--- src/rtl/add_full_bist.sv ---
// add_full_bist: BIST controller for a combinational full adder, 8-bit MISR signature.
// Optional per-pattern compare against an internal golden adder is enabled by ADD_FULL_BIST_PATCHK_EN.
`default_nettype none

module add_full_bist #(
  parameter int         NPAT       = 8,
  parameter logic [7:0] GOLDEN_SIG = 8'hC5
) (
  input  logic       clk,
  input  logic       rst_n,
  input  logic       start,
  output logic       x,
  output logic       y,
  output logic       cin,
  input  logic       s,
  input  logic       cout,
  output logic       busy,
  output logic       done,
  output logic       pass,
  output logic [7:0] signature,
  output logic [4:0] fail_cnt,
  output logic [3:0] first_fail
);

  typedef enum logic [1:0] {
    IDLE = 2'd0,
    RUN  = 2'd1,
    DONE = 2'd2
  } state_t;

  localparam logic [7:0] POLY = 8'h1D;
  localparam logic [3:0] LAST = 4'(NPAT - 1);

  state_t     state;
  logic [3:0] cnt;
  logic [2:0] stim;
  logic [7:0] sig_next;

  assign sig_next = {signature[6:0], 1'b0} ^ (signature[7] ? POLY : 8'h00) ^ {6'b0, s, cout};

  assign {x, y, cin} = stim;
  assign pass        = (signature == GOLDEN_SIG);

  // stim is kept equal to cnt[2:0] throughout RUN and forced to zero elsewhere
  always_ff @(posedge clk) begin
    if (!rst_n) begin
      state     <= IDLE;
      cnt       <= 4'd0;
      stim      <= 3'd0;
      signature <= 8'h00;
      busy      <= 1'b0;
      done      <= 1'b0;
    end else begin
      case (state)
        IDLE, DONE: begin
          if (start) begin
            state     <= RUN;
            cnt       <= 4'd0;
            stim      <= 3'd0;
            signature <= 8'h00;
            busy      <= 1'b1;
            done      <= 1'b0;
          end
        end
        RUN: begin
          signature <= sig_next;
          cnt       <= cnt + 4'd1;
          if (cnt == LAST) begin
            state <= DONE;
            stim  <= 3'd0;
            busy  <= 1'b0;
            done  <= 1'b1;
          end else begin
            stim <= cnt[2:0] + 3'd1;
          end
        end
        default: begin
          state <= IDLE;
          stim  <= 3'd0;
          busy  <= 1'b0;
          done  <= 1'b0;
        end
      endcase
    end
  end

`ifdef ADD_FULL_BIST_PATCHK_EN
  logic exp_s;
  logic exp_cout;
  logic mism;

  assign exp_s    = ^stim;
  assign exp_cout = (stim[2] & stim[1]) | (stim[2] & stim[0]) | (stim[1] & stim[0]);
  assign mism     = (s != exp_s) || (cout != exp_cout);

  // fail_cnt is still zero until the first mismatch, so it doubles as the "no failure yet" flag
  always_ff @(posedge clk) begin
    if (!rst_n) begin
      fail_cnt   <= 5'd0;
      first_fail <= 4'd0;
    end else if (state != RUN) begin
      if (start) begin
        fail_cnt   <= 5'd0;
        first_fail <= 4'd0;
      end
    end else if (mism) begin
      if (fail_cnt == 5'd0) begin
        first_fail <= cnt;
      end
      if (fail_cnt != 5'd31) begin
        fail_cnt <= fail_cnt + 5'd1;
      end
    end
  end
`else
  assign fail_cnt   = 5'd0;
  assign first_fail = 4'd0;
`endif

endmodule

`default_nettype wire

--- config.mk ---
export PLATFORM = sky130hd
export DESIGN_NAME = add_full_bist
export DESIGN_NICKNAME = d
export VERILOG_FILES = /design/src/rtl/add_full_bist.sv
export SDC_FILE = /design/constraint.sdc
export NUM_CORES = 1
export LEC_CHECK = 0
export ABC_AREA = 0
export BUFFER_PORTS_ARGS = -buffer_cell sky130_fd_sc_hd__buf_4
export CAP_MARGIN = 10
export CELL_PAD_IN_SITES_DETAIL_PLACEMENT = 0
export CELL_PAD_IN_SITES_GLOBAL_PLACEMENT = 1
export CORE_MARGIN = 5
export CORE_UTILIZATION = 37
export DETAILED_ROUTE_END_ITERATION = 7
export PLACE_DENSITY = 0.85
export SYNTH_ARGS = -nofsm -noshare
export SYNTH_HDL_FRONTEND = slang
export SYNTH_SLANG_ARGS = --single-unit
--- constraint.sdc ---
create_clock -name clk -period 1.95 [get_ports clk]
set_input_delay 0.2925 -clock clk [delete_from_list [all_inputs] [get_ports clk]]
set_output_delay 0.2925 -clock clk [all_outputs]
set_load 0.01 [all_outputs]
==> results.txt <==
The number of hold buffers added after CTS was 0. The number of buffers inserted by post-CTS setup repair came out at 0. The multi-input combinational cells in the finished layout cover a total of 448 µm². In the post-synthesis netlist, the cell with the most instances is dfxtp_1.

The biggest area contributor in the post-synthesis netlist is dfxtp_1. The total congestion overflow is 0. Global routing used 18.5% of the available met2 tracks.

Ranked by total cell area, the synthesized netlist is headed by dfxtp_1 (41%), buf_4 (8.5%), a21oi_1 (6.8%). The power spent charging and discharging nets is 171 µW. The filler cell count is 239.

The row count came out at 17. The remaining number of nets flagged by the antenna check after routing came out at 0. In the finished design, the share of the clock period the worst path needs comes to 75.8%. The number of instances in the synthesized netlist is 103. The chip height is 58.8 µm. The run finished with clean final reports. The standard cell core area came out at 2230 µm². The number of sinks driven by the clock tree is 18. The sequential area share after synthesis is about two fifths. The worst hold slack across all endpoints is 0.252 ns. The share of synthesized flip-flops with an asynchronous set or reset is 0%. The number of synthesized flops with an enable pin is 0. TritonCTS built the clock tree. The die footprint is 3450 µm². Entering global routing, the biggest net connects 17 pins.

met2 is the most crowded layer. The horizontal extent of the die came out at roughly 59 µm. The final max-slew violation count is 0. CTS placed an instance of clkbuf_4 at the clock tree root. The number of cells upsized or downsized after cts is 0.

Once layout is complete, the utilization of the core stands at 45.0%. The category of the most critical setup path is reg2out. Tracing the worst setup path back leads to its startpoint at signature[7]$_SDFFE_PN0P_.

For the worst setup path, the data arrival time is 1.19 ns. The proportion of power drawn by combinational gates came out at 12.7%. 0 antenna diodes ended up in the layout. The final setup TNS is 0 ns. Setup repair after global routing left no endpoint under its margin. The endpoint identified for the worst register-to-register timing path is cnt[2]$_SDFFE_PN0P_. The count of input and output buffers is 18.

The first-pass GRT wire length is 2.89 mm. The share of final-layout standard cells stronger than drive strength 1 is 18.8%. The category of the worst setup path capture point is a primary output. The global-route track usage on met1 is a little under an eighth.

The final-report hold violation count is 0. After synthesis, the most frequently instantiated cells are dfxtp_1 (18), a21oi_1 (12), nand2_1 (11), buf_4 (10), nand3_1 (9). The met3 usage in global routing came out at 3.51%. The most used flip-flop cell after synthesis is dfxtp_1.

Data on the critical path is required at its endpoint by 1.66 ns. The clock-pin slew of the registers on the worst-case setup and hold paths came out at roughly 0.1 ns. The fmax is 676 MHz.

The sequential fraction of design power came out at 59.9%. The number of clock buffers inserted by TritonCTS is 3. The register-to-register setup slack came out at 0.57 ns. The routed wire length per instance is 12.6 µm. The startpoint kind of the worst setup timing path is a register. The share of the synthesized area in the top cell type came out at 41.0%. The final weighted congestion of routability-driven global placement is 0.838. The number of cells on the worst reg-to-reg path is 3. The worst-case IR drop observed on VDD is 441 µV. The number of global-route vias before repair is 692. Internal power comes to about 480 µW. In this run, distinct cell masters in the synthesized netlist total 27.

The startpoint identified for the worst hold timing path is rst_n. The worst path needs about 1.5 ns of the cycle, external delays included. The tool flagged a number of max-cap violations equal to 0. The mapped netlist covers 880 µm². The clock group share of total power came out at 27.4%. In this run the worst path has a maximum fanout of 7. The count of unresolved DRC violations after routing is 0.

For the final database, setup skew stands at 0.00756 ns. 28 I/O pins were placed. In the routed layout, each cell is associated on average with a via count of 5.08. Once the floorplan was initialized, standard cells occupied slightly below 40% of the core.

The count of TritonRoute iterations in the first routing pass is 4. The leakage power of the design came out at between 0.0004 and 0.0005 µW. Setup violations remaining at the end of the flow were counted as 0.

The H-tree depth reported by CTS came out at 1. The average instance area after synthesis came out at 8.54 µm². The overall routed net length came out at ~1.8 mm. The count of yosys warnings during synthesis is 0. The growth of design area from synthesis to finish is 14.2%. After the first detailed-routing iteration, the DRC count stood at 11.

The path class of the tightest hold or removal check is in2reg. The maximum buffer depth of the clock tree is 2. The startpoint identified for the worst register-to-register timing path is state[0]$_SDFFE_PN0P_. The total global-route track usage is 10.7%. The sequential cells in the finished layout cover a total of 360 µm². After the last flow step, the layout net total stands at 125. The initial antenna violation count is 0. The capturing instance or port of the critical path is pass. Detailed placement finished with a half-perimeter wire length of 1.36 mm. The flip-flop and latch count after synthesis came out at 18. The count of vias placed by the detailed router is 736. The source-to-sink clock delay at the later pin of the worst-skew pair came out at 0.29 ns. The switching power share of the total is 26.2%.

In this run the power density over the cells is 649 nW/µm².
## sequential cells by signal, indices dropped and copies added (netlist names)
register / flops
busy: 1
cnt: 4
signature: 8
state: 2
stim: 3
## metal layers
metal	wire (µm)	vias up
met5	0	-
met4	13	0
met3	145	2
met2	820	21
met1	842	347
li1	-	366
## logic make-up after synthesis
group                    synth area share [%]
flip-flops                               41.0
AND/OR/NAND/NOR                          25.7
buffers and inverters                    11.5
adder cells (fa/ha/maj)                  1.42
other                                   0.426
AO/OA/AOI/OAI                            13.9
XOR/XNOR                                 5.97
## worst min-delay path by stage
stage,to,slack [ns],cells past startpoint
after floorplan,cnt[0]$_SDFFE_PN0P_,0.41,1
after global placement,stim[1]$_SDFFE_PN0P_,0.49,2
after detailed placement,signature[5]$_SDFFE_PN0P_,0.48,2
after CTS,cnt[0]$_SDFFE_PN0P_,0.24,2
after global routing,cnt[0]$_SDFFE_PN0P_,0.25,2
final,cnt[0]$_SDFFE_PN0P_,0.25,2
## critical path, stage by stage (launching register included)
cell and delay [ns]:
dfxtp_1 0.52, nand4bb_1 0.15, nor2_1 0.12, buf_4 0.12
## metrics by stage
stage	power [µW]	cells	setup slack, ns	cell area (µm²)
after floorplan	470	111	0.727	910
after global placement	480	142	0.660	982
after detailed placement	482	142	0.586	982
after CTS	660	145	0.442	1000
after global routing	688	145	0.382	1000
final	653	145	0.472	1000
## layout by cell type (no fill, tap or decap), types with 3 or more instances in the layout
cell      count
nor2_1        6
nand2b_1      3
clkbuf_4      3
nand2_1      11
buf_4        18
dfxtp_1      18
nand3_1       9
conb_1        9
xor2_1        6
nand3b_1      3
a21oi_1      12
## layout make-up
cell class | count | share of cell area, %
Timing Repair Buffer | 18 | 13.4
Inverter | 1 | 0.374
Sequential cell | 18 | 35.9
Clock buffer | 3 | 2.24
Multi-Input combinational cell | 77 | 44.6
Tap cell | 28 | 3.49
## power by group through the flow
stage                     clock, µW  sequential, µW  combinational [µW]
after detailed placement          0             399                82.6
final                           179             391                82.6
after floorplan                   0             397                72.4
after global placement            0             398                81.3
after CTS                       186             391                82.9
after global routing            203             393                91.9
Power figures use the tool's default switching activity.
